$ cat src/rtl/ps2_key_event_fifo_if.sv
// Key-event bus between the PS/2 key-event FIFO and its surroundings.
// The master side drives the decoder word and consumer controls; the slave
// side (the FIFO block) drives the event and status outputs.
interface ps2_key_event_fifo_if #(
  parameter int CW = 3
);
  logic [9:0]    key_code;
  logic          evt_ready;
  logic          ovf_clr;
  logic          evt_valid;
  logic [7:0]    evt_ascii;
  logic [CW-1:0] fifo_count;
  logic          shift_held;
  logic          caps_lock;
  logic          overflow;

  modport master (
    output key_code, evt_ready, ovf_clr,
    input  evt_valid, evt_ascii, fifo_count, shift_held, caps_lock, overflow
  );

  modport slave (
    input  key_code, evt_ready, ovf_clr,
    output evt_valid, evt_ascii, fifo_count, shift_held, caps_lock, overflow
  );
endinterface

$ cat src/rtl/ps2_key_event_fifo.sv
// PS/2 key-event FIFO: turns new make codes from the keyboard decoder into
// ASCII events, tracks Shift / Caps Lock, and queues printable presses in a
// small FIFO with a valid/ready output handshake and a sticky overflow flag.
module ps2_key_event_fifo #(
  parameter int DEPTH = 4,
  parameter int CW    = 3
) (
  input logic                 clk,
  input logic                 rst_n,
  ps2_key_event_fifo_if.slave bus
);
  localparam int AW = $clog2(DEPTH);

  logic [9:0]    r_key_prev;
  logic          r_shift_l;
  logic          r_shift_r;
  logic          r_caps;
  logic          r_ovf;
  logic [AW-1:0] r_wr_ptr;
  logic [AW-1:0] r_rd_ptr;
  logic [CW-1:0] r_count;
  logic [7:0]    r_last;
  logic [7:0]    r_mem [DEPTH];

  logic       w_new;
  logic       w_brk;
  logic       w_ext;
  logic [7:0] w_scan;
  logic       w_upper;
  logic [4:0] w_lidx;
  logic [3:0] w_didx;
  logic       w_mapped;
  logic [7:0] w_ascii;
  logic       w_print;
  logic       w_valid;
  logic       w_full;
  logic       w_pop;
  logic       w_push;
  logic       w_drop;

  assign w_brk   = bus.key_code[9];
  assign w_ext   = bus.key_code[8];
  assign w_scan  = bus.key_code[7:0];
  assign w_new   = (bus.key_code != r_key_prev);
  // Shift/Caps used for a press are the registered values, i.e. the state before it.
  assign w_upper = (r_shift_l | r_shift_r) ^ r_caps;

  // Letter scancode -> alphabet index; 31 marks "not a letter".
  always_comb begin
    w_lidx = 5'd31;
    case (w_scan)
      8'h1C: w_lidx = 5'd0;   8'h32: w_lidx = 5'd1;   8'h21: w_lidx = 5'd2;
      8'h23: w_lidx = 5'd3;   8'h24: w_lidx = 5'd4;   8'h2B: w_lidx = 5'd5;
      8'h34: w_lidx = 5'd6;   8'h33: w_lidx = 5'd7;   8'h43: w_lidx = 5'd8;
      8'h3B: w_lidx = 5'd9;   8'h42: w_lidx = 5'd10;  8'h4B: w_lidx = 5'd11;
      8'h3A: w_lidx = 5'd12;  8'h31: w_lidx = 5'd13;  8'h44: w_lidx = 5'd14;
      8'h4D: w_lidx = 5'd15;  8'h15: w_lidx = 5'd16;  8'h2D: w_lidx = 5'd17;
      8'h1B: w_lidx = 5'd18;  8'h2C: w_lidx = 5'd19;  8'h3C: w_lidx = 5'd20;
      8'h2A: w_lidx = 5'd21;  8'h1D: w_lidx = 5'd22;  8'h22: w_lidx = 5'd23;
      8'h35: w_lidx = 5'd24;  8'h1A: w_lidx = 5'd25;
      default: w_lidx = 5'd31;
    endcase
  end

  // Digit scancode -> digit value; 15 marks "not a digit".
  always_comb begin
    w_didx = 4'd15;
    case (w_scan)
      8'h45: w_didx = 4'd0;  8'h16: w_didx = 4'd1;  8'h1E: w_didx = 4'd2;
      8'h26: w_didx = 4'd3;  8'h25: w_didx = 4'd4;  8'h2E: w_didx = 4'd5;
      8'h36: w_didx = 4'd6;  8'h3D: w_didx = 4'd7;  8'h3E: w_didx = 4'd8;
      8'h46: w_didx = 4'd9;
      default: w_didx = 4'd15;
    endcase
  end

  // Final ASCII value and whether the scancode is printable at all.
  always_comb begin
    w_ascii  = 8'h00;
    w_mapped = 1'b1;
    if (w_lidx != 5'd31) begin
      w_ascii = (w_upper ? 8'h41 : 8'h61) + {3'b000, w_lidx};
    end else if (w_didx != 4'd15) begin
      w_ascii = 8'h30 + {4'h0, w_didx};
    end else begin
      case (w_scan)
        8'h29:   w_ascii = 8'h20;
        8'h5A:   w_ascii = 8'h0D;
        8'h66:   w_ascii = 8'h08;
        default: w_mapped = 1'b0;
      endcase
    end
  end

  assign w_print = w_new & ~w_brk & ~w_ext & w_mapped;
  assign w_valid = (r_count != '0);
  assign w_full  = (r_count == CW'(DEPTH));
  assign w_pop   = w_valid & bus.evt_ready;
  // A full FIFO still accepts a push when the head leaves in the same cycle.
  assign w_push  = w_print & (~w_full | w_pop);
  assign w_drop  = w_print & w_full & ~w_pop;

  // Change detector history and Shift / Caps Lock state tracking.
  always_ff @(posedge clk or negedge rst_n) begin
    if (!rst_n) begin
      r_key_prev <= 10'd0;
      r_shift_l  <= 1'b0;
      r_shift_r  <= 1'b0;
      r_caps     <= 1'b0;
    end else begin
      r_key_prev <= bus.key_code;
      if (w_new && !w_ext) begin
        if (w_scan == 8'h12) r_shift_l <= ~w_brk;
        if (w_scan == 8'h59) r_shift_r <= ~w_brk;
        if (w_scan == 8'h58 && !w_brk) r_caps <= ~r_caps;
      end
    end
  end

  // FIFO storage; contents need no reset since only occupied slots are read.
  always_ff @(posedge clk) begin
    if (w_push) r_mem[r_wr_ptr] <= w_ascii;
  end

  // Pointers, occupancy, last-popped value and sticky overflow.
  always_ff @(posedge clk or negedge rst_n) begin
    if (!rst_n) begin
      r_wr_ptr <= '0;
      r_rd_ptr <= '0;
      r_count  <= '0;
      r_last   <= 8'h00;
      r_ovf    <= 1'b0;
    end else begin
      if (w_push) r_wr_ptr <= r_wr_ptr + AW'(1);
      if (w_pop) begin
        r_rd_ptr <= r_rd_ptr + AW'(1);
        r_last   <= r_mem[r_rd_ptr];
      end
      r_count <= r_count + CW'(w_push) - CW'(w_pop);
      if (w_drop)           r_ovf <= 1'b1;
      else if (bus.ovf_clr) r_ovf <= 1'b0;
    end
  end

  assign bus.evt_valid  = w_valid;
  // With the FIFO empty the most recently consumed event stays on the bus.
  assign bus.evt_ascii  = w_valid ? r_mem[r_rd_ptr] : r_last;
  assign bus.fifo_count = r_count;
  assign bus.shift_held = r_shift_l | r_shift_r;
  assign bus.caps_lock  = r_caps;
  assign bus.overflow   = r_ovf;
endmodule

$ cat src/flat_wrapper.sv
// flat-port wrapper written by rule: the top's interface ports become plain ports
module ps2_key_event_fifo_flat 
#(
  parameter int DEPTH = 4,
  parameter int CW    = 3
)
  (clk, rst_n, bus_key_code, bus_evt_ready, bus_ovf_clr, bus_evt_valid, bus_evt_ascii, bus_fifo_count, bus_shift_held, bus_caps_lock, bus_overflow);
  ps2_key_event_fifo_if #(.CW(CW)) bus_i ();
  input logic clk;
  input logic rst_n;
  input wire logic [$bits(bus_i.key_code)-1:0] bus_key_code;
  input wire logic [$bits(bus_i.evt_ready)-1:0] bus_evt_ready;
  input wire logic [$bits(bus_i.ovf_clr)-1:0] bus_ovf_clr;
  output wire logic [$bits(bus_i.evt_valid)-1:0] bus_evt_valid;
  output wire logic [$bits(bus_i.evt_ascii)-1:0] bus_evt_ascii;
  output wire logic [$bits(bus_i.fifo_count)-1:0] bus_fifo_count;
  output wire logic [$bits(bus_i.shift_held)-1:0] bus_shift_held;
  output wire logic [$bits(bus_i.caps_lock)-1:0] bus_caps_lock;
  output wire logic [$bits(bus_i.overflow)-1:0] bus_overflow;
  assign bus_i.key_code = bus_key_code;
  assign bus_i.evt_ready = bus_evt_ready;
  assign bus_i.ovf_clr = bus_ovf_clr;
  assign bus_evt_valid = bus_i.evt_valid;
  assign bus_evt_ascii = bus_i.evt_ascii;
  assign bus_fifo_count = bus_i.fifo_count;
  assign bus_shift_held = bus_i.shift_held;
  assign bus_caps_lock = bus_i.caps_lock;
  assign bus_overflow = bus_i.overflow;
  ps2_key_event_fifo #(.DEPTH(DEPTH), .CW(CW)) u_core (.clk(clk), .rst_n(rst_n), .bus(bus_i));
endmodule
$ cat config.mk
export PLATFORM = sky130hd
export DESIGN_NAME = ps2_key_event_fifo_flat
export DESIGN_NICKNAME = d
export VERILOG_FILES = /design/src/rtl/ps2_key_event_fifo_if.sv /design/src/rtl/ps2_key_event_fifo.sv /design/src/flat_wrapper.sv
export SDC_FILE = /design/constraint.sdc
export NUM_CORES = 1
export LEC_CHECK = 0
export CORE_ASPECT_RATIO = 0.9
export CORE_MARGIN = 8
export CORE_UTILIZATION = 55
export DETAILED_ROUTE_END_ITERATION = 7
export PLACE_DENSITY = 0.76
export SLEW_MARGIN = 20
export SYNTH_ARGS = -nofsm -noshare
export SYNTH_HDL_FRONTEND = slang
export SYNTH_SLANG_ARGS = --single-unit
$ cat constraint.sdc
create_clock -name clk -period 5.3 [get_ports clk]
set_clock_uncertainty 0.2 [all_clocks]
set_input_delay 1.06 -clock clk [delete_from_list [all_inputs] [get_ports clk]]
set_output_delay 1.06 -clock clk [all_outputs]
set_load 0.01 [all_outputs]
## Yosys cells after proc, flatten, opt, wreduce, memory -nomap -nowiden

Memories as Yosys holds them, arrays and structs flattened.
Index checks and enable logic that the tools add are counted.

- Add/subtract/negate cells: 6
- Eq/ne operators: 20
- Mux-type cells: 14
- Bitwise gates (word level): 15
- Reductions and logical operators: 10

Operators by type and width:

| cell | count |
|---|---|
| $eq A8 B6 Y1 const B | 7 |
| $eq A8 B7 Y1 const B | 6 |
| $pmux W4 S10 | 1 |
| $eq A8 B5 Y1 const B | 3 |
| $mux W8 | 3 |
| $pmux W6 S3 | 1 |
| $ne A10 B10 Y1 | 1 |
| $add A8 B5 Y8 | 1 |
| $add A6 B4 Y7 const A | 1 |
| $and A1 B1 Y1 | 7 |
| $mux W1 | 7 |
| $mux W6 | 1 |
| $reduce_and A2 Y1 | 3 |
| $mux W5 | 1 |
| $ne A5 B5 Y1 const B | 1 |
| $not A1 Y1 | 5 |
| $add A2 B1 Y2 const B | 2 |
| $ne A4 B4 Y1 const B | 1 |
| $add A3 B1 Y3 | 1 |
| $eq A3 B3 Y1 const B | 1 |
| $reduce_bool A3 Y1 | 1 |
| $reduce_or A3 Y1 | 1 |
| $sub A3 B1 Y3 | 1 |
| $logic_and A1 B1 Y1 | 2 |
| 4 further kinds | 6 |

- Flip-flop bits (word level): 29
- Bits in writable memories: 32
- ROM bits: 640
- Bits of input ports: 14
- Output and inout port bits: 15
- Logic and storage cells: 76
- Memories: 2

Memory list:

| memory | depth | width | read ports | clocked after memory_dff | write ports | RTL line | source |
|---|---|---|---|---|---|---|---|
| (name not given) | 128 | 5 | 1 | 0 | 0 | ps2_key_event_fifo.sv:51 | `case (w_scan)` |
| u_core.r_mem | 4 | 8 | 1 | 0 | 1 | ps2_key_event_fifo.sv:23 | `logic [7:0] r_mem [DEPTH];` |

## Logic depth before layout (Yosys ltp)

- Depth after elaboration: 9
- Gate-level depth with buffers: 20
- Depth with buffers taken out: 18

## Worst setup path before layout

OpenSTA, ideal clock, no wires.

- Kind: input -> register
- Start point: input bus_key_code[4]
- End point: register u_core.r_count[2] (netlist: u_core.bus.fifo_count[2])
- Setup time: 129 ps
- Data arrival time: 4821 ps
- Data required time: 4971 ps
- Setup slack: 150 ps
- Stages on the path: 17
- Path buffers: 2
- Cells stage by stage: buf_6 -> or4b_2 -> or3_1 -> and2_1 -> ha_1 -> and3_1 -> ha_1 -> buf_2 -> inv_1 -> a41oi_1 -> and2b_1 -> a2111oi_4 -> ha_1 -> inv_1 -> fa_1 -> xnor2_1 -> xnor2_1

- Word-level cells in the longest chain between the ends: 9
- Elaborated cells between the ends (all ways): 29
- Classes of those cells: 2 x add/sub; 16 x eq/ne; 5 x mux; 4 x bitwise; 1 x reduce/logical; 1 x memory

Ends and longest elaborated chain:

| element | RTL line | source |
|---|---|---|
| from (decl) | flat_wrapper.sv:11 | `input wire logic [$bits(bus_i.key_code)-1:0] bus_key_code;` |
| branches (longest 5 deep; another with $mem_v2 Z128 W5) | n/a |  |
| $and A1 B1 Y1 (*) | ps2_key_event_fifo.sv:95 | `assign w_print = w_new & ~w_brk & ~w_ext & w_mapped;` |
| $and A1 B1 Y1 (*) | ps2_key_event_fifo.sv:100 | `assign w_push = w_print & (~w_full \| w_pop);` |
| net u_core.w_push | ps2_key_event_fifo.sv:38 | `logic w_push;` |
| $add A3 B1 Y3 (*) | ps2_key_event_fifo.sv:139 | `r_count <= r_count + CW'(w_push) - CW'(w_pop);` |
| $sub A3 B1 Y3 (*) | ps2_key_event_fifo.sv:139 |  |
| to (signal assigned) | ps2_key_event_fifo.sv:139 |  |
| to (decl) | ps2_key_event_fifo.sv:21 | `logic [CW-1:0] r_count;` |

Mark *: on every way through the listed nets, which the timed path passes.
A chain may end at the register's enable or synchronous reset.

## Worst setup path in the final report

- Start point: input bus_key_code[5]
- End point: register u_core.r_count[2] (netlist: u_core.bus.fifo_count[2])

The elaborated chain is that of the path after synthesis.

==> flow_summary.toml <==
[timing]
final_number_of_hold_violating_endpoints = 0
fmax_ghz = 0.196
finalSetupTns_ns = 0
worst_pin_slew_ns = 0.731
grt_setup_unrepaired = "false"
max_slew_violation_count = 0
finalSetupViolations = 0
slew_headroom = 0.506
period_minus_slack_ns = 5.10
final.period_utilization = 0.962

[drt]
vias_per_cell = 5.88
wire_per_inst_um = 19.0
route.vias.total = 2687
route.detailed.drc = 0
firstDrtPassIters = 4
dr_wl_met2_mm = 4.45
wl_met3_um = 299
initialDrtViolationCount = 197
dr.max_layer_used = "met4"
route.layer.met1.wl_mm = 3.74
route.final.wire_length_mm = 8.68
ant_nets = 0

[floorplanning]
io-pin-count = 29
coreArea_um2 = 6590
fp.dieArea_um2 = 9680
dieHeight_um = 94.1
number_of_placement_rows = 28
start_util = 0.566
die_w_um = 103

[power]
peakVddDrop_mv = 0.147
power_frac_clock = 0.242
switchingPower_uw = 534
p_per_area_nw_per_um2 = 379
p_leak_nw = 1.75
final_total_pwr_mw = 1.69
p_comb_frac = 0.360
switching_share = 0.317
sequentialPowerShare = 0.398
p_int_mw = 1.15

[outcome]
status = "finished, final reports clean"

[synth]
synth_enable_flop_cells = 32
syn-instance-count = 310
ys_async_sr_fraction = 0.475
syn_nets = 341
flops_latches_synth = 61
mappedNetlistArea_um2 = 3730
synth_seq_area_share = 0.452
number_of_unique_standard_cell_types_used_by_synthesis = 64
ys.flop_type = "sky130_fd_sc_hd__edfxtp_1"
syn-mean-instance-area_um2 = 12.0
yosysWarningCount = 0

[setup_path]
worstPathRequired_ns = 5.35
timing.critical_path.from_type = "input port"
end_kind = "register"
criticalPathCategory = "in -> reg"
crit_path_cell_trace = "clkdlybuf4s50_1 -> or4b_2 -> or3_1 -> and2_1 -> ha_1 -> and3_1 -> ha_1 -> inv_1 -> a41oi_1 -> and2b_1 -> a2111oi_4 -> ha_1 -> inv_1 -> fa_1 -> xnor2_1 -> xnor2_1"
library_cell_contributing_the_largest_single_delay_on_the_critical_path = "sky130_fd_sc_hd__or4b_2"
worstPathMaxFanout = 5
critical_path.top_delay_family = "simple AND/OR/NAND/NOR gates"
worstPathBufferInverterCount = 3
critical_path_arrival_ns = 5.15
cp_slowest_stage_delay_ns = 0.68
critical_path.most_common_cell = "sky130_fd_sc_hd__ha_1"

[grt]
grt_max_degree = 30
grtUsageTotal = 0.191
antenna_found_initial = 0
grt_pass1_wl_mm = 14.3
grt-ovfl-total = 0
first_global_vias = 2788

[placed_design]
gp_congestion = 0.931
place.detailed.hpwl_mm = 6.49
placedInstanceArea_um2 = 4250
io_buffers = 28

[clocking]
postCtsSetupBuffers = 0
clk_root_buffer_cell = "sky130_fd_sc_hd__clkbuf_8"
path_clk_slew_ns = 0.07
clock_latency_ns = 0.33
cts_made_buffers = 9
hold_buf_count_cts = 0
cts-htree-levels = 3
cts.path.max_buffers = 2
tritoncts_num_sinks = 61
cts_tree = "done"
postCtsResizedCells = 0

[final_layout]
antennaDiodeCount = 0
num-nets-final = 393
design_area_um2 = 4460
post_route_cells_drive_above_1_share = 0.270
syn2layout_area_growth_pct = 19.5
mostFrequentLayoutCells = "sky130_fd_sc_hd__buf_4, sky130_fd_sc_hd__edfxtp_1, sky130_fd_sc_hd__dfrtp_1"
most_frequent_standard_cell_in_the_layout_excluding_fill_and_tap_cells = "sky130_fd_sc_hd__buf_4"

[run]
drv.max_cap_violation_count = 0

[min_path]
worst_hold_path_type = "reg -> reg"
[cells by family (layout without fill, tap and decap cells)]
logic type | count (synthesis) | in the layout | share of synthesized area
xor+xnor | 20 | 20 | 0.0470
buf+inv | 36 | 93 | 0.0476
flops | 61 | 61 | 0.452
mux | 39 | 39 | 0.146
compound gates | 50 | 50 | 0.106
simple gates | 87 | 87 | 0.142
fa+ha+maj | 17 | 17 | 0.0590
[routing by layer]
metal,GRT usage,up-vias
met5,0,-
met4,0.0638,0
met3,0.0378,15
met2,0.334,66
met1,0.229,1343
li1,-,1263
[through the flow]
step	std cells	util	setup slack [ns]	hold slack, ns
finish	457	0.676	0.200	0.306
global route	457	0.676	0.00593	0.328
CTS	456	0.675	0.155	0.312
detailed placement	440	0.645	-0.165	0.294
global placement	440	0.645	-0.0203	0.278
floorplan	310	-	0.150	0.264
[worst paths after layout]
kind,startpoint,to,slack (ns),cells after the start
worst min-delay path,u_core.bus.overflow,u_core.bus.overflow,0.31,1
max in group asynchronous,rst_n,u_core.r_wr_ptr[0],3.69,2
worst max-delay path,bus_key_code[5],u_core.bus.fifo_count[2],0.20,16
worst max register to register,u_core.bus.fifo_count[1],u_core.bus.fifo_count[2],2.24,9
worst min register to register,u_core.bus.overflow,u_core.bus.overflow,0.31,1
min in group asynchronous,rst_n,u_core.r_last[2],0.92,2
[flip-flops by register name (all words and copies together) (netlist names)]
signal                 cells
u_core.bus.overflow        1
u_core.r_rd_ptr            2
u_core.r_wr_ptr            2
u_core.bus.caps_lock       1
u_core.r_key_prev         10
u_core.bus.fifo_count      3
u_core.r_last              8
u_core.r_mem              32
u_core.r_shift_l           1
u_core.r_shift_r           1
[synth_stat cells, types with 3 or more instances]
| master | instances | share of area |
|---|---|---|
| sky130_fd_sc_hd__buf_6 | 4 | 0.012 |
| sky130_fd_sc_hd__o21ai_0 | 4 | 0.0054 |
| sky130_fd_sc_hd__clkbuf_1 | 8 | 0.0081 |
| sky130_fd_sc_hd__or4b_2 | 3 | 0.0081 |
| sky130_fd_sc_hd__mux2_2 | 19 | 0.057 |
| sky130_fd_sc_hd__o211ai_1 | 4 | 0.0081 |
| sky130_fd_sc_hd__buf_2 | 7 | 0.0094 |
| sky130_fd_sc_hd__dfrtp_1 | 29 | 0.19 |
| sky130_fd_sc_hd__mux4_2 | 10 | 0.060 |
| sky130_fd_sc_hd__nand3_1 | 6 | 0.0081 |
| sky130_fd_sc_hd__edfxtp_1 | 32 | 0.26 |
| sky130_fd_sc_hd__xor2_1 | 13 | 0.031 |
| sky130_fd_sc_hd__nand3b_1 | 3 | 0.0060 |
| sky130_fd_sc_hd__nor2b_1 | 5 | 0.0084 |
| sky130_fd_sc_hd__nor4_1 | 4 | 0.0067 |
| sky130_fd_sc_hd__nand2b_1 | 5 | 0.0084 |
| sky130_fd_sc_hd__or3_1 | 3 | 0.0050 |
| sky130_fd_sc_hd__nand4_1 | 5 | 0.0084 |
| sky130_fd_sc_hd__and3_1 | 3 | 0.0050 |
| sky130_fd_sc_hd__a211oi_1 | 3 | 0.0060 |
| sky130_fd_sc_hd__inv_1 | 15 | 0.015 |
| sky130_fd_sc_hd__nor2_1 | 11 | 0.011 |
| sky130_fd_sc_hd__mux2i_1 | 9 | 0.024 |
| sky130_fd_sc_hd__a31oi_1 | 6 | 0.010 |
| sky130_fd_sc_hd__xnor2_1 | 7 | 0.016 |
| sky130_fd_sc_hd__nand2_1 | 15 | 0.015 |
| sky130_fd_sc_hd__a21oi_1 | 11 | 0.015 |
| sky130_fd_sc_hd__and2_1 | 8 | 0.013 |
| sky130_fd_sc_hd__ha_1 | 16 | 0.054 |
[power groups by stage]
stage          sequential [mW]  clock (mW)  combinational (mW)
6_report                 0.670       0.409               0.607
3_3_place_gp             0.669           0               0.577
5_1_grt                  0.682       0.440               0.660
4_1_cts                  0.671       0.417               0.614
3_5_place_dp             0.681           0               0.610
2_1_floorplan            0.636           0               0.400
[worst reg2reg max path, delay by kind of cell, from the launching register on]
kind | cells | cell delay [ns]
buffers and inverters | 2 | 0.10
xor gates and xnor gates | 2 | 0.32
DFF | 1 | 0.46
and+or+nand+nor | 2 | 1.03
adders and majority gates | 3 | 0.86
[cell type report]
type | count | area [um^2]
Inverter | 15 | 56.3
Tap cell | 90 | 113
Timing Repair Buffer | 62 | 536
Multi-Input combinational cell | 213 | 1870
Fill cell | 502 | 2130
Clock buffer | 9 | 124
Clock inverter | 7 | 75.1
Sequential cell | 61 | 1690
Note: power is estimated with default switching activity, not from simulation.
